===== config.mk =====
export PLATFORM = sky130hd
export DESIGN_NAME = hazard_ctrl
export DESIGN_NICKNAME = d
export VERILOG_FILES = /design/src/rtl/hazard_ctrl.sv
export SDC_FILE = /design/constraint.sdc
export NUM_CORES = 1
export LEC_CHECK = 0
export CAP_MARGIN = 20
export CORE_MARGIN = 2
export CORE_UTILIZATION = 56
export DETAILED_ROUTE_END_ITERATION = 16
export PLACE_DENSITY = 0.85
export SLEW_MARGIN = 10
export SYNTH_ARGS = -nofsm -noshare
export SYNTH_HDL_FRONTEND = slang
export SYNTH_SLANG_ARGS = --single-unit

===== constraint.sdc =====
create_clock -name clk -period 6.3 [get_ports clk]
set_input_delay 1.26 -clock clk [delete_from_list [all_inputs] [get_ports clk]]
set_output_delay 1.26 -clock clk [all_outputs]
set_load 0.01 [all_outputs]

===== src/rtl/hazard_ctrl.sv =====
// ---------------------------------------------------------------------------
// hazard_ctrl
//
// Hazard detection and forwarding control for a five-stage MIPS-style
// pipeline (F, D, E, M, W). It tracks the register indices of the
// instructions in E, M and W and the cycles left before each result exists.
// From these it decides whether the instruction in D must stall, and where
// each operand in D, E and M should be taken from.
//
// Ports
//   clk         in   1   single clock, all state updates on posedge
//   reset       in   1   asynchronous, active-high
//   A1_D        in   5   rs index of the instruction in D
//   A2_D        in   5   rt index of the instruction in D
//   A3_D        in   5   destination index of the instruction in D
//   regwrite_D  in   1   D instruction writes the register file
//   tnew_D      in   2   cycles until the D result exists, counted from E entry
//   tuse_rs0    in   1   rs is read in D
//   tuse_rs1    in   1   rs is read in E
//   tuse_rt0    in   1   rt is read in D
//   tuse_rt1    in   1   rt is read in E
//   stall       out  1   freeze PC and F/D, inject a bubble into E
//   fwd_rs_D    out  2   D rs source: 0 regfile, 1 E, 2 M, 3 W
//   fwd_rt_D    out  2   D rt source: 0 regfile, 1 E, 2 M, 3 W
//   fwd_rs_E    out  2   E rs source: 0 pipe reg, 2 M, 3 W
//   fwd_rt_E    out  2   E rt source: 0 pipe reg, 2 M, 3 W
//   fwd_rt_M    out  1   M store data taken from W
//   stall_cnt   out  32  saturating count of stalled cycles
// ---------------------------------------------------------------------------
module hazard_ctrl (
    input  logic        clk,
    input  logic        reset,
    input  logic [4:0]  A1_D,
    input  logic [4:0]  A2_D,
    input  logic [4:0]  A3_D,
    input  logic        regwrite_D,
    input  logic [1:0]  tnew_D,
    input  logic        tuse_rs0,
    input  logic        tuse_rs1,
    input  logic        tuse_rt0,
    input  logic        tuse_rt1,
    output logic        stall,
    output logic [1:0]  fwd_rs_D,
    output logic [1:0]  fwd_rt_D,
    output logic [1:0]  fwd_rs_E,
    output logic [1:0]  fwd_rt_E,
    output logic        fwd_rt_M,
    output logic [31:0] stall_cnt
);

    // Forwarding source encodings
    localparam logic [1:0] FWD_NONE = 2'd0;
    localparam logic [1:0] FWD_E    = 2'd1;
    localparam logic [1:0] FWD_M    = 2'd2;
    localparam logic [1:0] FWD_W    = 2'd3;

    // -----------------------------------------------------------------------
    // Stage registers
    // -----------------------------------------------------------------------
    logic [4:0]  r_a1_e;
    logic [4:0]  r_a2_e;
    logic [4:0]  r_a3_e;
    logic [1:0]  r_tnew_e;
    logic [4:0]  r_a2_m;
    logic [4:0]  r_a3_m;
    logic [1:0]  r_tnew_m;
    logic [4:0]  r_a3_w;
    logic [31:0] r_stall_cnt;

    logic [4:0]  w_a3_eff;
    logic [1:0]  w_tnew_m_next;
    logic        w_stall_rs;
    logic        w_stall_rt;

    // Instructions that do not write the register file carry destination 0,
    // which never matches any source.
    assign w_a3_eff = regwrite_D ? A3_D : 5'd0;

    // The result gets one cycle closer each stage, bottoming out at 0.
    assign w_tnew_m_next = (r_tnew_e == 2'd0) ? 2'd0 : r_tnew_e - 2'd1;

    // -----------------------------------------------------------------------
    // Stall detection
    // -----------------------------------------------------------------------
    // A read in D needs a value ready now; a read in E gets one extra cycle,
    // so it only stalls against an E producer that needs two or more.
    function automatic logic stall_term(
        input logic [4:0] src,
        input logic       use0,
        input logic       use1,
        input logic [4:0] a3_e,
        input logic [1:0] tnew_e,
        input logic [4:0] a3_m,
        input logic [1:0] tnew_m
    );
        logic hit_e;
        logic hit_m;
        hit_e = (src != 5'd0) && (src == a3_e);
        hit_m = (src != 5'd0) && (src == a3_m);
        stall_term = (use0 && hit_e && (tnew_e > 2'd0)) ||
                     (use0 && hit_m && (tnew_m > 2'd0)) ||
                     (use1 && hit_e && (tnew_e > 2'd1));
    endfunction

    always_comb begin
        w_stall_rs = stall_term(A1_D, tuse_rs0, tuse_rs1, r_a3_e, r_tnew_e, r_a3_m, r_tnew_m);
        w_stall_rt = stall_term(A2_D, tuse_rt0, tuse_rt1, r_a3_e, r_tnew_e, r_a3_m, r_tnew_m);
        stall      = w_stall_rs || w_stall_rt;
    end

    // -----------------------------------------------------------------------
    // Forwarding selection
    // -----------------------------------------------------------------------
    // The newest matching stage owns the register. If that stage has not yet
    // produced the value the answer is "none": older copies are stale and
    // the stall logic holds the consumer back.
    function automatic logic [1:0] fwd_sel_d(
        input logic [4:0] src,
        input logic [4:0] a3_e,
        input logic [1:0] tnew_e,
        input logic [4:0] a3_m,
        input logic [1:0] tnew_m,
        input logic [4:0] a3_w
    );
        fwd_sel_d = FWD_NONE;
        if (src != 5'd0) begin
            if (src == a3_e) begin
                fwd_sel_d = (tnew_e == 2'd0) ? FWD_E : FWD_NONE;
            end else if (src == a3_m) begin
                fwd_sel_d = (tnew_m == 2'd0) ? FWD_M : FWD_NONE;
            end else if (src == a3_w) begin
                fwd_sel_d = FWD_W;
            end
        end
    endfunction

    function automatic logic [1:0] fwd_sel_e(
        input logic [4:0] src,
        input logic [4:0] a3_m,
        input logic [1:0] tnew_m,
        input logic [4:0] a3_w
    );
        fwd_sel_e = FWD_NONE;
        if (src != 5'd0) begin
            if (src == a3_m) begin
                fwd_sel_e = (tnew_m == 2'd0) ? FWD_M : FWD_NONE;
            end else if (src == a3_w) begin
                fwd_sel_e = FWD_W;
            end
        end
    endfunction

    always_comb begin
        fwd_rs_D = fwd_sel_d(A1_D, r_a3_e, r_tnew_e, r_a3_m, r_tnew_m, r_a3_w);
        fwd_rt_D = fwd_sel_d(A2_D, r_a3_e, r_tnew_e, r_a3_m, r_tnew_m, r_a3_w);
        fwd_rs_E = fwd_sel_e(r_a1_e, r_a3_m, r_tnew_m, r_a3_w);
        fwd_rt_E = fwd_sel_e(r_a2_e, r_a3_m, r_tnew_m, r_a3_w);
        // W results are always ready, so store data only needs an index match.
        fwd_rt_M = (r_a2_m != 5'd0) && (r_a2_m == r_a3_w);
    end

    // -----------------------------------------------------------------------
    // Pipeline state
    // -----------------------------------------------------------------------
    // E takes a bubble on stall; M and W always advance.
    always_ff @(posedge clk or posedge reset) begin
        if (reset) begin
            r_a1_e   <= 5'd0;
            r_a2_e   <= 5'd0;
            r_a3_e   <= 5'd0;
            r_tnew_e <= 2'd0;
        end else if (stall) begin
            r_a1_e   <= 5'd0;
            r_a2_e   <= 5'd0;
            r_a3_e   <= 5'd0;
            r_tnew_e <= 2'd0;
        end else begin
            r_a1_e   <= A1_D;
            r_a2_e   <= A2_D;
            r_a3_e   <= w_a3_eff;
            r_tnew_e <= tnew_D;
        end
    end

    always_ff @(posedge clk or posedge reset) begin
        if (reset) begin
            r_a2_m   <= 5'd0;
            r_a3_m   <= 5'd0;
            r_tnew_m <= 2'd0;
            r_a3_w   <= 5'd0;
        end else begin
            r_a2_m   <= r_a2_e;
            r_a3_m   <= r_a3_e;
            r_tnew_m <= w_tnew_m_next;
            r_a3_w   <= r_a3_m;
        end
    end

    always_ff @(posedge clk or posedge reset) begin
        if (reset) begin
            r_stall_cnt <= 32'd0;
        end else if (stall && (r_stall_cnt != 32'hFFFF_FFFF)) begin
            r_stall_cnt <= r_stall_cnt + 32'd1;
        end
    end

    assign stall_cnt = r_stall_cnt;

endmodule


---- Word level (Yosys, flattened, before mapping) ----
Index checks and enable logic that the tools add are counted.
word-level totals
  flip-flop bits (word level) ............. 66
  output and inout port bits .............. 42
  word-level logic and storage cells ...... 78
  input port bits ......................... 24
operators by class
  equality and inequality tests ........... 12
  muxes and demuxes ....................... 22
  reductions and logical operators ........ 30
  add/subtract/negate cells ............... 2
  order comparisons ....................... 3
operators by type and width
  operator                                                              count
  5-bit equality test                                                   11
  2-bit two-way mux                                                     17
  32-bit by 1-bit adder with 32-bit output, second input constant       1
  32-bit inequality test, second input constant                         1
  5-bit nonzero test                                                    5
  5-bit two-way mux                                                     4
  1-bit logical AND                                                     18
  2-bit by 1-bit > comparator with 1-bit output, second input constant  3
  1-bit logical OR                                                      5
  2-bit zero test                                                       2
  2-bit by 1-bit subtractor with 2-bit output, second input constant    1
  1-bit two-way mux                                                     1

---- Logic depth before layout (Yosys ltp) ----
  depth in word-level cells ............... 8
  gate-level depth with buffers ........... 10

---- Worst setup path before layout ----
Ideal clock, no wire load.
  path kind ............................... input -> output
  start ................................... input A1_D[1]
  end ..................................... output stall
  stages on the path ...................... 8
  arrival ................................. 2.912 ns
  slack ................................... 2.128 ns
  cells stage by stage .................... or4_1 nor2_1 nor4_1 a21o_1 nor2_2 buf_6 clkbuf_1 inv_1
on the way
  cells in the longest elaborated chain, start to end .. 7
  elaborated cells on any way between the ends .. 14
  those cells by class .................... eq/ne (2); reduce/logical (12)
ends and longest elaborated chain
  item                                                       RTL line  text
  start: declaration                                         33        input logic [4:0] A1_D,
  5-bit equality test (tied with other cells)                98        hit_e = (src != 5'd0) && (src == a3_e);
  1-bit logical AND, on equally long branches                98, 99
  1-bit logical AND, on equally long branches (2 in series)  100, 101
  1-bit logical OR                                           100       stall_term = (use0 && hit_e && (tnew_e > 2'd0)) ||
  1-bit logical OR (*)                                       101       (use0 && hit_m && (tnew_m > 2'd0)) ||
  1-bit logical OR (*)                                       108       stall = w_stall_rs || w_stall_rt;
  end: declaration                                           42        output logic stall,
Mark *: on every way between the ends. The rest lies on a longest branch, timed or not.

---- Worst setup path in the final report ----
  start ................................... input A1_D[2]
  end ..................................... output stall
The elaborated chain is that of the path after synthesis.

==> results.json <==
{
  "ctsHoldBuffers": 0,
  "final-hold-violation-count": 0,
  "final_cell_mix": "66 x dfrtp_1, 65 x clkdlybuf4s50_1, 47 x xor2_1",
  "fin_ws_ns": 0.706,
  "grt_max_degree": 67,
  "worstSetupStartpointType": "primary input",
  "fmax_mhz": 179,
  "cts_tree": "built",
  "syn_inst": 332,
  "max_slew_margin_pct": 33.9,
  "hp-class": "reg2reg",
  "post_synth_num_cell_types": 35,
  "area_growth_pct": 24.9,
  "fin_nets": 421,
  "yosysSeqAreaShare_pct": 47.7,
  "end_kind": "output pin",
  "gp_congestion": 0.791,
  "rsz0062_at_grt": "false",
  "slew_viol_final": 0,
  "cpMaxStageDelayCell": "nor2_4",
  "period_needed_ns": 5.59,
  "outcome": "completed",
  "cts_resized": 0,
  "syn_area_um2": 3460,
  "post-cts-setup-buffers": 0,
  "max_stage_delay_ns": 0.77,
  "ys_warn_count": 0,
  "track_usage_pct": 24.9,
  "cp.arrival_ns": 4.33,
  "max-cap-violations": 0,
  "timing.hold.ws_ns": 0.442,
  "dp_slack_ns": 0.711,
  "overflow": 0,
  "place_area_um2": 4160,
  "ys_ff_latch": 66,
  "start_util_pct": 58.1,
  "final-seq-area_um2": 1650,
  "critPathKind": "in2out",
  "fin_util_pct": 72.6,
  "num_vias": 2652,
  "grt_pass1_wl_um": 12500,
  "dieArea_um2": 6830,
  "crit_path_cell_trace": "clkdlybuf4s50_1, or4_1, nor2_1, nor4_1, a21o_1, nor2_4, inv_1, clkdlybuf4s50_1",
  "setup_viol": 0,
  "clock_latency_ns": 0.33,
  "cp_num_buf_inv": 3,
  "design_area_um2": 4330,
  "port_buffers": 65,
  "synth_top_area_share_pct": 47.7,
  "post-route-period-util_pct": 88.8,
  "cts.sinks": 66,
  "fin_setup_tns_ns": 0,
  "final_common_cell": "dfrtp_1",
  "clock-skew-final_ns": 0.00531,
  "ir_drop_mv": 0.196,
  "critical-path-top-delay-family": "simple AND/OR/NAND/NOR gates",
  "antenna_found_initial": 0,
  "htreeDepth": 3,
  "fp-row-count": 28,
  "numCtsBuffers": 9,
  "critPathMaxFanout": 43,
  "synth_nets": 357,
  "worstPathRequired_ns": 5.04,
  "p_per_area_nw_per_um2": 219,
  "clock_path_buffers": 2,
  "path_clk_slew_ns": 0.06,
  "routed_wl_um": 7690,
  "die_x_um": 82.6,
  "total_power_mw": 0.948,
  "drive_above_1_share_pct": 7.05,
  "yosysTopAreaCell": "dfrtp_1",
  "vias_per_cell": 5.62,
  "dp_hpwl_um": 5570,
  "core_area_um2": 5960,
  "ant_nets": 0,
  "routedWlPerCell_um": 16.3,
  "cts-root-buf": "clkbuf_8",
  "fillers": 446,
  "drcViolationCount": 0,
  "grt_pass1_vias": 2666,
  "drt_pass1_iterations": 4,
  "p_leak_nw": 1.90,
  "synth_area_leaders": "dfrtp_1 48%, xor2_1 12%, xnor2_1 9.6%",
  "placed_cells": 460,
  "multiInputGateArea_um2": 1740,
  "avgSynthCellArea_um2": 10.4,
  "final_cells": 472,
  "diodes": 0,
  "worstMarginPinSlew_ns": 0.989,
  "io_pins": 66,
  "die_h_um": 82.6,
  "drt_iter0_drc": 151,
  "cpMostUsedCell": "clkdlybuf4s50_1"
}
## layout make-up
type | count | area share [%]
Sequential cell | 66 | 38.2
Tap cell | 75 | 2.17
Inverter | 4 | 0.347
Multi-Input combinational cell | 249 | 40.3
Timing Repair Buffer | 66 | 15.2
Clock buffer | 12 | 3.82
## worst paths after layout
check,startpoint,slack [ns],cells after the start,end
worst min register to register,r_a3_e[0],0.44,0,r_a3_m[0]
max in group asynchronous,reset,4.28,3,stall_cnt[0]
worst max-delay path,A1_D[2],0.71,8,stall
worst max register to register,stall_cnt[0],3.39,8,stall_cnt[25]
worst min-delay path,r_a3_e[0],0.44,0,r_a3_m[0]
min in group asynchronous,reset,1.48,3,stall_cnt[10]
## synth_stat cells
library cell	count
a211oi_1	1
a21o_1	3
a21oi_1	6
a21oi_2	1
a41oi_1	1
and2_1	14
and3_1	8
and4_1	3
and4bb_2	2
buf_1	2
buf_2	2
buf_6	1
clkbuf_1	8
dfrtp_1	66
ha_1	1
inv_1	4
mux2_2	1
mux2i_1	1
nand2_1	21
nand3_1	20
nand4_1	8
nor2_1	19
nor2_2	1
nor2b_1	2
nor3_1	20
nor3b_1	2
nor4_1	9
nor4_2	7
nor4_4	2
nor4b_1	1
o21ai_0	4
or3_1	2
or4_1	4
xnor2_1	38
xor2_1	47
## sequential cells by signal (all words and copies together) (netlist names)
signal,cells
r_a2_m,5
r_a1_e,5
r_a2_e,5
r_a3_w,5
r_a3_m,5
r_tnew_e,2
stall_cnt,32
r_a3_e,5
r_tnew_m,2
## metal layers
metal	vias up	part of all wire [%]	global-route usage, %
met5	-	0	0
met4	0	1.4	8.52
met3	8	5.9	7.07
met1	1288	42	30.9
li1	1270	-	-
met2	86	51	41.8
## cells by family after synthesis
| group | Yosys count | synth area share [%] |
|---|---|---|
| adder cells (fa/ha/maj) | 1 | 0.361 |
| AO/OA/AOI/OAI | 16 | 2.82 |
| flip-flops | 66 | 47.7 |
| buffers and inverters | 17 | 2.13 |
| AND/OR/NAND/NOR | 145 | 24.9 |
| multiplexers | 2 | 0.614 |
| XOR/XNOR | 85 | 21.5 |
## where the power goes
group / internal, mW / leakage [nW] / switching (mW)
logic: 0.0844 / 0.956 / 0.0685
registers: 0.451 / 0.855 / 0.0416
clock network: 0.166 / 0.0863 / 0.137
No activity file was read; power rests on OpenSTA's default activity.
